==> config.mk <==
export PLATFORM = sky130hd
export DESIGN_NAME = fetch_stage
export DESIGN_NICKNAME = d
export VERILOG_FILES = /design/src/rtl/cpu_types_pkg.sv /design/src/rtl/fetch_stage_pc_reg.sv /design/src/rtl/fetch_stage.sv
export SDC_FILE = /design/constraint.sdc
export NUM_CORES = 1
export LEC_CHECK = 0
export ABC_CLOCK_PERIOD_IN_PS = 2400
export CORE_ASPECT_RATIO = 2
export CORE_MARGIN = 4
export CORE_UTILIZATION = 43
export CTS_CLUSTER_DIAMETER = 40
export DETAILED_ROUTE_END_ITERATION = 7
export DONT_BUFFER_PORTS = 1
export GPL_TIMING_DRIVEN = 0
export MAX_ROUTING_LAYER = met4
export PLACE_DENSITY_LB_ADDON = 0.08
export SYNTH_ARGS = -nofsm -noshare
export SYNTH_HDL_FRONTEND = slang
export SYNTH_SLANG_ARGS = --single-unit
==> constraint.sdc <==
create_clock -name CLK -period 2.4 [get_ports CLK]
set_input_delay 0.72 -clock CLK [delete_from_list [all_inputs] [get_ports CLK]]
set_output_delay 0.72 -clock CLK [all_outputs]
set_load 0.005 [all_outputs]
==> src/rtl/cpu_types_pkg.sv <==
// Shared CPU types: data/address words, fetch FSM states and reset PC.
package cpu_types_pkg;

  localparam int unsigned WORD_W = 32;

  typedef logic [WORD_W-1:0] word_t;
  typedef logic [WORD_W-1:0] addr_t;

  // Fetch stage control states.
  typedef enum logic [1:0] {
    FETCH   = 2'd0,
    STALLED = 2'd1,
    HALTED  = 2'd2
  } fetch_state_t;

  localparam word_t PC_RESET_DEFAULT = 32'h0000_0000;

endpackage

==> src/rtl/fetch_stage_pc_reg.sv <==
// Program counter register with load / increment / hold control.
// Ports:
//   clk, rst        - clock and synchronous active-high reset
//   load, load_addr - load a redirect target (takes priority over inc)
//   inc             - advance by STEP bytes, wrapping modulo 2^32
//   pc              - current program counter
module pc_reg
  import cpu_types_pkg::*;
#(
  parameter addr_t       INIT = PC_RESET_DEFAULT,
  parameter int unsigned STEP = 4
) (
  input  logic  clk,
  input  logic  rst,
  input  logic  load,
  input  logic  inc,
  input  addr_t load_addr,
  output addr_t pc
);

  always_ff @(posedge clk) begin
    if (rst) begin
      pc <= INIT;
    end else if (load) begin
      pc <= load_addr;
    end else if (inc) begin
      pc <= pc + WORD_W'(STEP);
    end
  end

endmodule

==> src/rtl/fetch_stage.sv <==
// Instruction-fetch stage: owns the PC, issues icache requests, feeds IF/ID.
// A one-entry skid buffer holds a fetched word while the hazard unit stalls.
// Ports:
//   CLK, RST                       - clock, synchronous active-high reset
//   stall                          - hazard unit holds IF/ID
//   redirect_valid, redirect_addr  - taken branch/jump from downstream
//   halt                           - halt instruction reached WB
//   ihit, imemload                 - icache response for imemaddr
//   imemREN, imemaddr              - icache request and address (= pc)
//   ifid_WEN, ifid_flush           - IF/ID write enable and bubble insert
//   instruction_out, next_address_out - IF/ID payload
//   fetch_count                    - instructions delivered to IF/ID
//   halted                         - stage is halted
// IF/ID controls and payload are combinational so IF/ID latches them on the
// same edge that advances the PC.
module fetch_stage
  import cpu_types_pkg::*;
#(
  parameter addr_t       PC_INIT = PC_RESET_DEFAULT,
  parameter int unsigned PC_STEP = 4
) (
  input  logic  CLK,
  input  logic  RST,
  input  logic  stall,
  input  logic  redirect_valid,
  input  addr_t redirect_addr,
  input  logic  halt,
  input  logic  ihit,
  input  word_t imemload,
  output logic  imemREN,
  output addr_t imemaddr,
  output logic  ifid_WEN,
  output logic  ifid_flush,
  output word_t instruction_out,
  output addr_t next_address_out,
  output word_t fetch_count,
  output logic  halted
);

  fetch_state_t state;
  word_t        buf_instr;
  addr_t        buf_next;
  addr_t        pc;
  addr_t        pc_plus;
  logic         pc_load;
  logic         pc_inc;

  assign pc_plus  = pc + WORD_W'(PC_STEP);
  assign imemaddr = pc;

  pc_reg #(
    .INIT (PC_INIT),
    .STEP (PC_STEP)
  ) u_pc_reg (
    .clk       (CLK),
    .rst       (RST),
    .load      (pc_load),
    .inc       (pc_inc),
    .load_addr (redirect_addr & ~32'h3),
    .pc        (pc)
  );

  // PC control and IF/ID outputs; priority RST > halt > redirect > ihit/stall.
  always_comb begin
    pc_load          = 1'b0;
    pc_inc           = 1'b0;
    imemREN          = 1'b0;
    ifid_WEN         = 1'b0;
    ifid_flush       = 1'b0;
    halted           = 1'b0;
    instruction_out  = '0;
    next_address_out = '0;
    if (!RST) begin
      halted  = (state == HALTED);
      imemREN = (state == FETCH);
      if (state == STALLED) begin
        instruction_out  = buf_instr;
        next_address_out = buf_next;
      end else begin
        instruction_out  = imemload;
        next_address_out = pc_plus;
      end
      if (state != HALTED) begin
        if (halt) begin
          ifid_flush = 1'b1;
        end else if (redirect_valid) begin
          ifid_flush = 1'b1;
          pc_load    = 1'b1;
        end else if (state == FETCH) begin
          pc_inc   = ihit;
          ifid_WEN = ihit && !stall;
        end else begin
          ifid_WEN = !stall;
        end
      end
    end
  end

  // FSM, skid buffer and delivered-instruction counter.
  always_ff @(posedge CLK) begin
    if (RST) begin
      state       <= FETCH;
      buf_instr   <= '0;
      buf_next    <= '0;
      fetch_count <= '0;
    end else if (halt) begin
      state <= HALTED;
    end else begin
      case (state)
        HALTED: state <= HALTED;
        FETCH: begin
          if (redirect_valid) begin
            buf_instr <= '0;
            buf_next  <= '0;
          end else if (ihit && stall) begin
            buf_instr <= imemload;
            buf_next  <= pc_plus;
            state     <= STALLED;
          end else if (ihit) begin
            fetch_count <= fetch_count + 32'd1;
          end
        end
        STALLED: begin
          if (redirect_valid) begin
            buf_instr <= '0;
            buf_next  <= '0;
            state     <= FETCH;
          end else if (!stall) begin
            fetch_count <= fetch_count + 32'd1;
            state       <= FETCH;
          end
        end
        default: state <= FETCH;
      endcase
    end
  end

endmodule

### Word level (Yosys, flattened, before mapping)

Cells that the tools add are included.

* add/subtract/negate cells: 2
* equal/unequal tests: 15
* muxes and demuxes: 44
* bitwise operators: 1
* reduce and logical (&&, ||, !) cells: 12

Operators by type and width (count)
* $mux 32: 16
* $pmux 32 s2: 3
* $add 32x1->32 const B: 1
* $add 32x3->32 const B: 1
* $mux 1: 19
* $ne 2x2->1 const B: 7
* $mux 2: 5
* $reduce_and 7->1: 1
* $ne 3x2->1 const B: 2
* $ne 3x3->1 const B: 2
* $pmux 2 s3: 1
* $reduce_and 3->1: 2
* $ne 4x4->1 const B: 1
* $reduce_and 4->1: 1
* $reduce_bool 2->1: 2
* $reduce_or 2->1: 2
* $eq 2x1->1 const B: 1
* $eq 2x2->1 const B: 1
* $logic_and 1x1->1: 2
* $logic_not 2->1: 1
* $ne 2x1->1 const B: 1
* $logic_not 1->1: 1
* $not 1->1: 1

* bits in registers: 130
* output and inout bits: 132

### Logic depth before layout (Yosys ltp)

Gate-level depths: netlist of run 1.

* word-level depth: 8
* gate-level depth with buffers: 8
* depth with buffers taken out: 6

### By module

From an unflattened synthesis of run 1, not the netlist that was laid out.

* cells, all modules: 980
* area, all modules: 7508.5 um2

By module, submodules not included
* fetch_stage: times used 1, cells each 746, area an instance 5615.4 um2, sequential area each 1961.9 um2
* pc_reg: times used 1, cells each 234, area an instance 1893.1 um2, sequential area each 640.6 um2

### Worst setup path after synthesis of run 1

No wires, ideal clock.

* path type: register to output
* start: reg u_pc_reg.pc[2]
* end: out next_address_out[26]
* arrival: 1.844 ns
* required time: 1.680 ns
* slack: -0.164 ns
* cell stages (with the launch flop): 8
* buffers on the path: 1
* path through: dfxtp_1 ha_1 nand3_2 nor4_2 buf_2 nand4_1 xor2_1 a21oi_1

* longest elaborated chain between the ends: 3

Ends and longest elaborated chain
* from (decl): line fetch_stage_pc_reg.sv:18 `output addr_t pc`
* from (signal assigned): line fetch_stage_pc_reg.sv:25 `pc <= load_addr;`
* from (signal assigned): line fetch_stage_pc_reg.sv:27 `pc <= pc + WORD_W'(STEP);`
* $add 32x3->32: line fetch_stage.sv:48 `assign pc_plus = pc + WORD_W'(PC_STEP);`
* $mux 32: line fetch_stage.sv:76 `if (state == STALLED) begin`
* $mux 32: line fetch_stage.sv:73 `if (!RST) begin`
* to (decl): line fetch_stage.sv:35 `output addr_t next_address_out,`

No other way between the ends.

### Final worst setup path of run 1

* start: reg u_pc_reg.pc[10]
* end: out next_address_out[30]

Same word-level chain as after synthesis.

==> qor.yml, run 1 <==
pwr:
  p_per_area_nw_per_um2: 603
  power_frac_seq_pct: 41.5
  p_int_mw: 3.92
  power_frac_comb_pct: 7.4
  p_switching_mw: 1.30
  p_leak_nw: 3.19
  p_clk_share_pct: 51.1
  power_mw: 5.22
  swShare_pct: 24.9
  vdd_drop_max_mv: 0.491
min_path:
  hold_class: "in2reg"
  min_from: "halt"
  holdPathEnd: "state[1]"
  hold_path_depth: 2
timing:
  rsz0062_at_grt: "yes"
  finalHoldViolCount: 0
  timing.slew.headroom_pct: 50.9
  skew_ns: 0.0122
  drv_slew: 0
  min_period_ns: 2.79
  tightest_slew_ns: 0.735
  whs_ns: 0.441
  worst_slack_ns: -0.389
  setup_viol: 26
  post-route-period-util_pct: 116
  fmax_mhz: 359
cts:
  cts_tree: "built"
  cts-root-buf: "clkbuf_16"
  cts_made_buffers: 17
  insertion_delay_ns: 0.42
  cts_max_level: 4
  clock-sinks: 126
  clock_path_buffers: 2
  clk_pin_slew_ns: 0.06
placement:
  place_congestion: 0.959
  dp_hpwl_um: 17300
  dp_cells: 1041
  port_buffers: 0
cells_and_area:
  syn2layout_area_growth_pct: 32.5
  regArea_sq_um: 2580
  nNetsFinal: 986
  stdcell_count: 1122
  multi_input_area_sq_um: 4250
  diodes: 0
  num-fill-cells: 1356
  final_layout_size_suffix_gt1_share_pct: 28.7
  reg.largest.list: "buf_instr (32), fetch_count (32)"
synth:
  avgSynthCellArea_sq_um: 7.75
  ys.flop_type: "dfxtp_1"
  synth.area.top_cells: "dfxtp_1 39%, nand2_1 7.0%, nor2_1 6.5%, a22oi_1 6.0%, a21oi_1 5.4%"
  synth_top_area_share_pct: 38.6
  async_reset_ff_share_pct: 0
  synth-edff-count: 0
  ys_types: 61
  synth.yosys.warnings: 0
  yosys.area.top_type: "dfxtp_1"
  synth_seq_cells: 126
  yosysSeqAreaShare_pct: 38.6
  syn_inst: 843
  netlist_area_sq_um: 6530
run:
  cap_violations: 0
global_routing:
  grt.overflow.total: 0
  grt_max_degree: 17
  grt_usage_pct: 27.9
  antenna_found_initial: 0
  grt_pass1_wl_um: 36000
  grt_pass1_vias: 6657
floorplan:
  core_area_sq_um: 14900
  start_util_pct: 43.9
  die_w_um: 95.2
  dieHeight_um: 182
  fp.dieArea_sq_um: 17400
  rows: 63
  ios: 202
route:
  postRouteAntennaNets: 0
  wl_um: 24200
  wl_per_cell_um: 21.6
  firstDrtPassIters: 5
  routed-via-count: 6695
  viasPerCell: 5.97
  drt_iter0_drc: 310
  drc: 0
worst_setup_path:
  r2r_start: "state[0]"
  cp-end-kind: "primary output"
  timing.reg2reg.setup_slack_ns: 0.06
  critPathLaunchType: "flop"
  regToRegEndpoint: "u_pc_reg.pc[13]"
  critPathMaxFanout: 8
  critPathKind: "reg2out"
  cp.arrival_ns: 2.07
  ff2ff_path_depth: 7
  required_ns: 1.68
run_status:
  status: "finished with violations"
  violations: "setup timing"
[timing repair]
| action | 4_1_cts | 5_1_grt |
|---|---|---|
| resized for setup | 159 | 65 |
| hold buffers | 0 | 0 |
| cloned | 0 | 3 |
| buffers inserted | 36 | 14 |
| pin swaps | 42 | 24 |
| endpoints found under the setup margin | 81 | 81 |
[stage by stage]
step | util [%] | worst slack, ns | TNS (ns) | instance area, sq um
finish | 58.1 | -0.389 | -6.36 | 8660
global route | 58.1 | -0.492 | -9.05 | 8660
CTS | 55.6 | -0.411 | -6.98 | 8280
detailed placement | 45.7 | -0.625 | -31.29 | 6810
global placement | 45.7 | -0.591 | -28.60 | 6810
floorplan | - | -0.00986 | -0.00986 | 6570
[area by class of cell]
type,instances,share of cell area (%)
Sequential cell,126,29.8
Inverter,12,0.520
Timing Repair Buffer,52,5.71
Clock inverter,12,1.85
Tap cell,195,2.82
Multi-Input combinational cell,638,49.1
Clock buffer,20,5.16
Buffer,67,5.06
[per-layer routing]
metal	GRT usage, %	vias to the layer above	part of all wire [%]
met4	13.5	0	4.9
met1	25.7	3242	33
met2	50.4	291	54
li1	-	3082	-
met5	-	-	0
met3	8.50	80	7.4
[power groups by stage]
| stage | clock, mW | combinational [mW] | sequential [mW] |
|---|---|---|---|
| 3_3_place_gp | 0 | 0.318 | 2.21 |
| 5_1_grt | 2.80 | 0.416 | 2.17 |
| 4_1_cts | 2.71 | 0.361 | 2.16 |
| 3_5_place_dp | 0 | 0.324 | 2.21 |
| 6_report | 2.67 | 0.386 | 2.17 |
| 2_1_floorplan | 0 | 0.231 | 2.20 |
[how the worst max path moves through the flow]
stage               startpoint                    to  slack, ns  cells past startpoint
2_1_floorplan   u_pc_reg.pc[2]  next_address_out[26]      -0.01                      7
3_3_place_gp   u_pc_reg.pc[20]  next_address_out[23]      -0.59                      6
3_5_place_dp               RST                halted      -0.62                      4
4_1_cts        u_pc_reg.pc[13]  next_address_out[21]      -0.41                      7
5_1_grt         u_pc_reg.pc[9]  next_address_out[30]      -0.49                      7
6_report       u_pc_reg.pc[10]  next_address_out[30]      -0.39                      6
[critical path, cell delays in order (launching register included)]
cell	delay [ns]
dfxtp_4	0.41
nand4_4	0.15
nor4_4	0.34
buf_6	0.20
nand4_1	0.17
xnor2_2	0.20
a21oi_2	0.17
[synth_stat cells, types with 2 or more instances]
cell,n
dfxtp_1,126
nand2_1,121
nor2_1,114
a21oi_1,70
a22oi_1,52
clkbuf_1,52
o21ai_0,47
xor2_1,31
xnor2_1,27
nand3_1,25
nand4_1,18
nor3_1,18
and3_1,13
inv_1,12
a32oi_1,10
nor4_2,9
buf_2,8
o21ai_1,6
nand3_2,5
nor2b_1,5
nor4_1,5
o22ai_1,5
a31oi_1,4
buf_4,4
a21o_1,3
and4_2,3
buf_6,3
nand2b_1,3
nand4_2,3
o211ai_1,3
or3_1,3
a211oi_1,2
a222oi_1,2
and2_1,2
ha_1,2
nor4b_2,2
[cells by family (layout without fill, tap and decap cells)]
logic type,count (synthesis),in the layout,share of synthesized area (%)
compound gates,211,211,19.8
xor+xnor,58,58,7.77
fa+ha+maj,2,2,0.383
buf+inv,82,163,5.61
flops,126,126,38.6
mux,1,1,0.172
other cells,1,4,0.0574
simple gates,362,362,27.6
[placed cells by master, fill, tap and decap left out, types with 9 or more instances in the layout]
cell type  count
a21oi_1       31
a21oi_2       36
a22oi_1       52
a32oi_1        9
and3_1        10
buf_4         40
buf_6         19
clkbuf_1      30
clkbuf_16     19
clkbuf_2      11
dfxtp_1      103
dfxtp_2       11
dfxtp_4       12
inv_1         12
nand2_1      112
nand3_1       22
nand4_1       18
nor2_1       107
nor3_1        10
o21ai_0       47
xnor2_1       21
xor2_1        20
xor2_2        11
Power figures use the tool's default switching activity.
==> inputs of run 2 (changes only) <==
--- a/config.mk
+++ b/config.mk
@@ -9,6 +9,7 @@
 export CORE_ASPECT_RATIO = 2
 export CORE_MARGIN = 4
 export CORE_UTILIZATION = 43
+export CTS_BUF_LIST = sky130_fd_sc_hd__clkbuf_4 sky130_fd_sc_hd__clkbuf_8 sky130_fd_sc_hd__clkbuf_16
 export CTS_CLUSTER_DIAMETER = 40
 export DETAILED_ROUTE_END_ITERATION = 7
 export DONT_BUFFER_PORTS = 1
==> qor.yml, run 2 (synthesized netlist as in run 1, its figures left out) <==
route:
  routed-via-count: 6731  # was 6695
  viasPerCell: 6.02  # was 5.97
  postRouteAntennaNets: 0  # unchanged
  wl_um: 24000  # was 24200 um
  firstDrtPassIters: 5  # unchanged
  drt_iter0_drc: 339  # was 310
  wl_per_cell_um: 21.5  # was 21.6 um
  drc: 0  # unchanged
timing:
  post-route-period-util_pct: 117  # was 116%
  tightest_slew_ns: 0.770  # was 0.735 ns
  fmax_mhz: 356  # was 359 MHz
  setup_viol: 25  # was 26
  skew_ns: 0.0121  # was 0.0122 ns
  finalHoldViolCount: 0  # unchanged
  min_period_ns: 2.81  # was 2.79 ns
  timing.slew.headroom_pct: 48.6  # was 50.9%
  worst_slack_ns: -0.406  # was -0.389 ns
  drv_slew: 0  # unchanged
  rsz0062_at_grt: "yes"  # unchanged
worst_setup_path:
  critPathLaunchType: "flop"  # unchanged
  critPathKind: "reg2out"  # unchanged
  cpLargestDelayFamily: "simple AND/OR/NAND/NOR gates"  # unchanged
  critical-path-max-stage-delay_ns: 0.41  # about the same
  timing.reg2reg.setup_slack_ns: 0.05  # was 0.06 ns
  cp_slowest_cell: "dfxtp_4"  # unchanged
  ff2ff_path_depth: 10  # was 7
  regToRegEndpoint: "u_pc_reg.pc[21]"  # was u_pc_reg.pc[13]
  required_ns: 1.68  # about the same
  critPathMaxFanout: 8  # unchanged
  crit_start: "u_pc_reg.pc[10]"  # unchanged
  critPathCapture: "next_address_out[30]"  # unchanged
  crit_buf_inv: 1  # unchanged
  cp.depth: 6  # unchanged
  cp.arrival_ns: 2.09  # was 2.07 ns
  cp-end-kind: "primary output"  # unchanged
  r2r_start: "u_pc_reg.pc[10]"  # was state[0]
  cp_cell_sequence: "nand4_4, nor4_4, buf_6, nand4_1, xnor2_2, a21oi_2"  # unchanged
global_routing:
  grt_pass1_vias: 6631  # was 6657
  grt_usage_pct: 27.9  # about the same
  grt_max_degree: 17  # unchanged
  grt_pass1_wl_um: 36100  # was 36000 um
  antenna_found_initial: 0  # unchanged
  grt.overflow.total: 0  # unchanged
cells_and_area:
  stdcell_count: 1118  # was 1122
  nNetsFinal: 982  # was 986
  num-fill-cells: 1381  # was 1356
  syn2layout_area_growth_pct: 30.7  # was 32.5%
  final_common_cell: "nand2_1"  # unchanged
  final_layout_size_suffix_gt1_share_pct: 27.4  # was 28.7%
  mostFrequentLayoutCells: "118 x nand2_1, 105 x nor2_1, 105 x dfxtp_1"  # was 112 x nand2_1, 107 x nor2_1, 103 x dfxtp_1
  diodes: 0  # unchanged
  reg.largest.list: "buf_instr (32), fetch_count (32)"  # unchanged
floorplan:
  core_area_sq_um: 14900  # unchanged
  start_util_pct: 43.9  # unchanged
  ios: 202  # unchanged
  dieHeight_um: 182  # unchanged
  rows: 63  # unchanged
  die_w_um: 95.2  # unchanged
  fp.dieArea_sq_um: 17400  # unchanged
run_status:
  status: "finished with violations"  # unchanged
  violations: "setup timing"  # unchanged
pwr:
  p_switching_mw: 1.29  # was 1.30 mW
  p_leak_nw: 3.11  # was 3.19 nW
  p_clk_share_pct: 51.3  # was 51.1%
  vdd_drop_max_mv: 0.489  # was 0.491 mV
  p_int_mw: 3.94  # was 3.92 mW
  power_frac_comb_pct: 7.2  # was 7.4%
  power_frac_seq_pct: 41.4  # was 41.5%
  swShare_pct: 24.7  # was 24.9%
  p_per_area_nw_per_um2: 612  # was 603 nW/um^2
cts:
  clk_pin_slew_ns: 0.06  # about the same
  insertion_delay_ns: 0.41  # was 0.42 ns
  cts_tree: "built"  # unchanged
  cts-root-buf: "clkbuf_16"  # unchanged
  cts_made_buffers: 17  # unchanged
  clock_path_buffers: 2  # unchanged
  cts_max_level: 4  # unchanged
  clock-sinks: 126  # unchanged
min_path:
  hold_path_depth: 2  # unchanged
  hold_class: "in2reg"  # unchanged
placement:
  dp_slack_ns: -0.625  # unchanged
  place_congestion: 0.959  # unchanged
  dp_cells: 1041  # unchanged
  port_buffers: 0  # unchanged
  dp_hpwl_um: 17300  # unchanged
run:
  cap_violations: 0  # unchanged
-- run 2: worst min-delay path by stage --
stage                            from               to  slack [ns]
floorplan                buf_next[10]     buf_next[10]        0.42
global placement         buf_next[28]     buf_next[28]        0.43
detailed placement       buf_next[10]     buf_next[10]        0.44
CTS                 redirect_addr[31]  u_pc_reg.pc[31]        0.42
global route        redirect_addr[20]  u_pc_reg.pc[20]        0.44
finish                           halt         state[1]        0.44
-- run 2: layout make-up --
| cell class | count | area [sq um] | share of cell area, % |
|---|---|---|---|
| clock buffers | 20 | 454 | 5.32 |
| flip-flops and latches | 126 | 2580 | 30.2 |
| multi-input cells | 638 | 4210 | 49.3 |
| well taps | 195 | 244 | 2.86 |
| plain buffers | 68 | 449 | 5.26 |
| inverters | 12 | 45.0 | 0.527 |
| clock inverters | 12 | 160 | 1.88 |
| repair buffers | 47 | 400 | 4.69 |
-- run 2: through the flow --
step | setup TNS, ns | util [%] | instance area, sq um | hold WS, ns | total power, mW
finish | -6.69 | 57.3 | 8540 | 0.439 | 5.23
CTS | -6.87 | 55.7 | 8300 | 0.424 | 5.25
global route | -9.07 | 57.3 | 8540 | 0.439 | 5.40
global placement | -28.60 | 45.7 | 6810 | 0.430 | 2.53
detailed placement | -31.29 | 45.7 | 6810 | 0.438 | 2.53
floorplan | -0.00986 | - | 6570 | 0.420 | 2.43
-- run 2: power groups by stage --
stage / combinational, mW / sequential (mW) / clock, mW
2_1_floorplan: 0.231 / 2.20 / 0
3_3_place_gp: 0.318 / 2.21 / 0
3_5_place_dp: 0.324 / 2.21 / 0
4_1_cts: 0.361 / 2.16 / 2.73
5_1_grt: 0.409 / 2.17 / 2.83
6_report: 0.378 / 2.16 / 2.68
-- run 2: timing repair --
action	4_1_cts	5_1_grt
pin swaps	42	20
buffers inserted	37	11
endpoints found under the setup margin	81	81
hold buffers	0	0
resized for setup	160	46
-- run 2: routing by layer --
layer,GRT usage [%],vias to the layer above,part of all wire [%]
met5,-,-,0
met4,14.1,0,4.8
met3,8.50,84,8.3
met2,49.9,345,55
met1,25.9,3223,32
li1,-,3079,-
-- run 2: worst reg2reg max path, delay by kind of cell, from the launching register on --
family	cells	cell delay [ns]
AOI/OAI and AO/OA	1	0.16
buffers and inverters	5	0.69
DFF	1	0.41
and+or+nand+nor	4	1.01
==> inputs of run 3 (changes only) <==
--- a/config.mk
+++ b/config.mk
@@ -10,7 +10,6 @@
 export CORE_MARGIN = 4
 export CORE_UTILIZATION = 43
 export CTS_BUF_LIST = sky130_fd_sc_hd__clkbuf_4 sky130_fd_sc_hd__clkbuf_8 sky130_fd_sc_hd__clkbuf_16
-export CTS_CLUSTER_DIAMETER = 40
 export DETAILED_ROUTE_END_ITERATION = 7
 export DONT_BUFFER_PORTS = 1
 export GPL_TIMING_DRIVEN = 0
==> results of run 3 <==
Same layout as run 2: the final DEF is identical, and so are final timing and power.
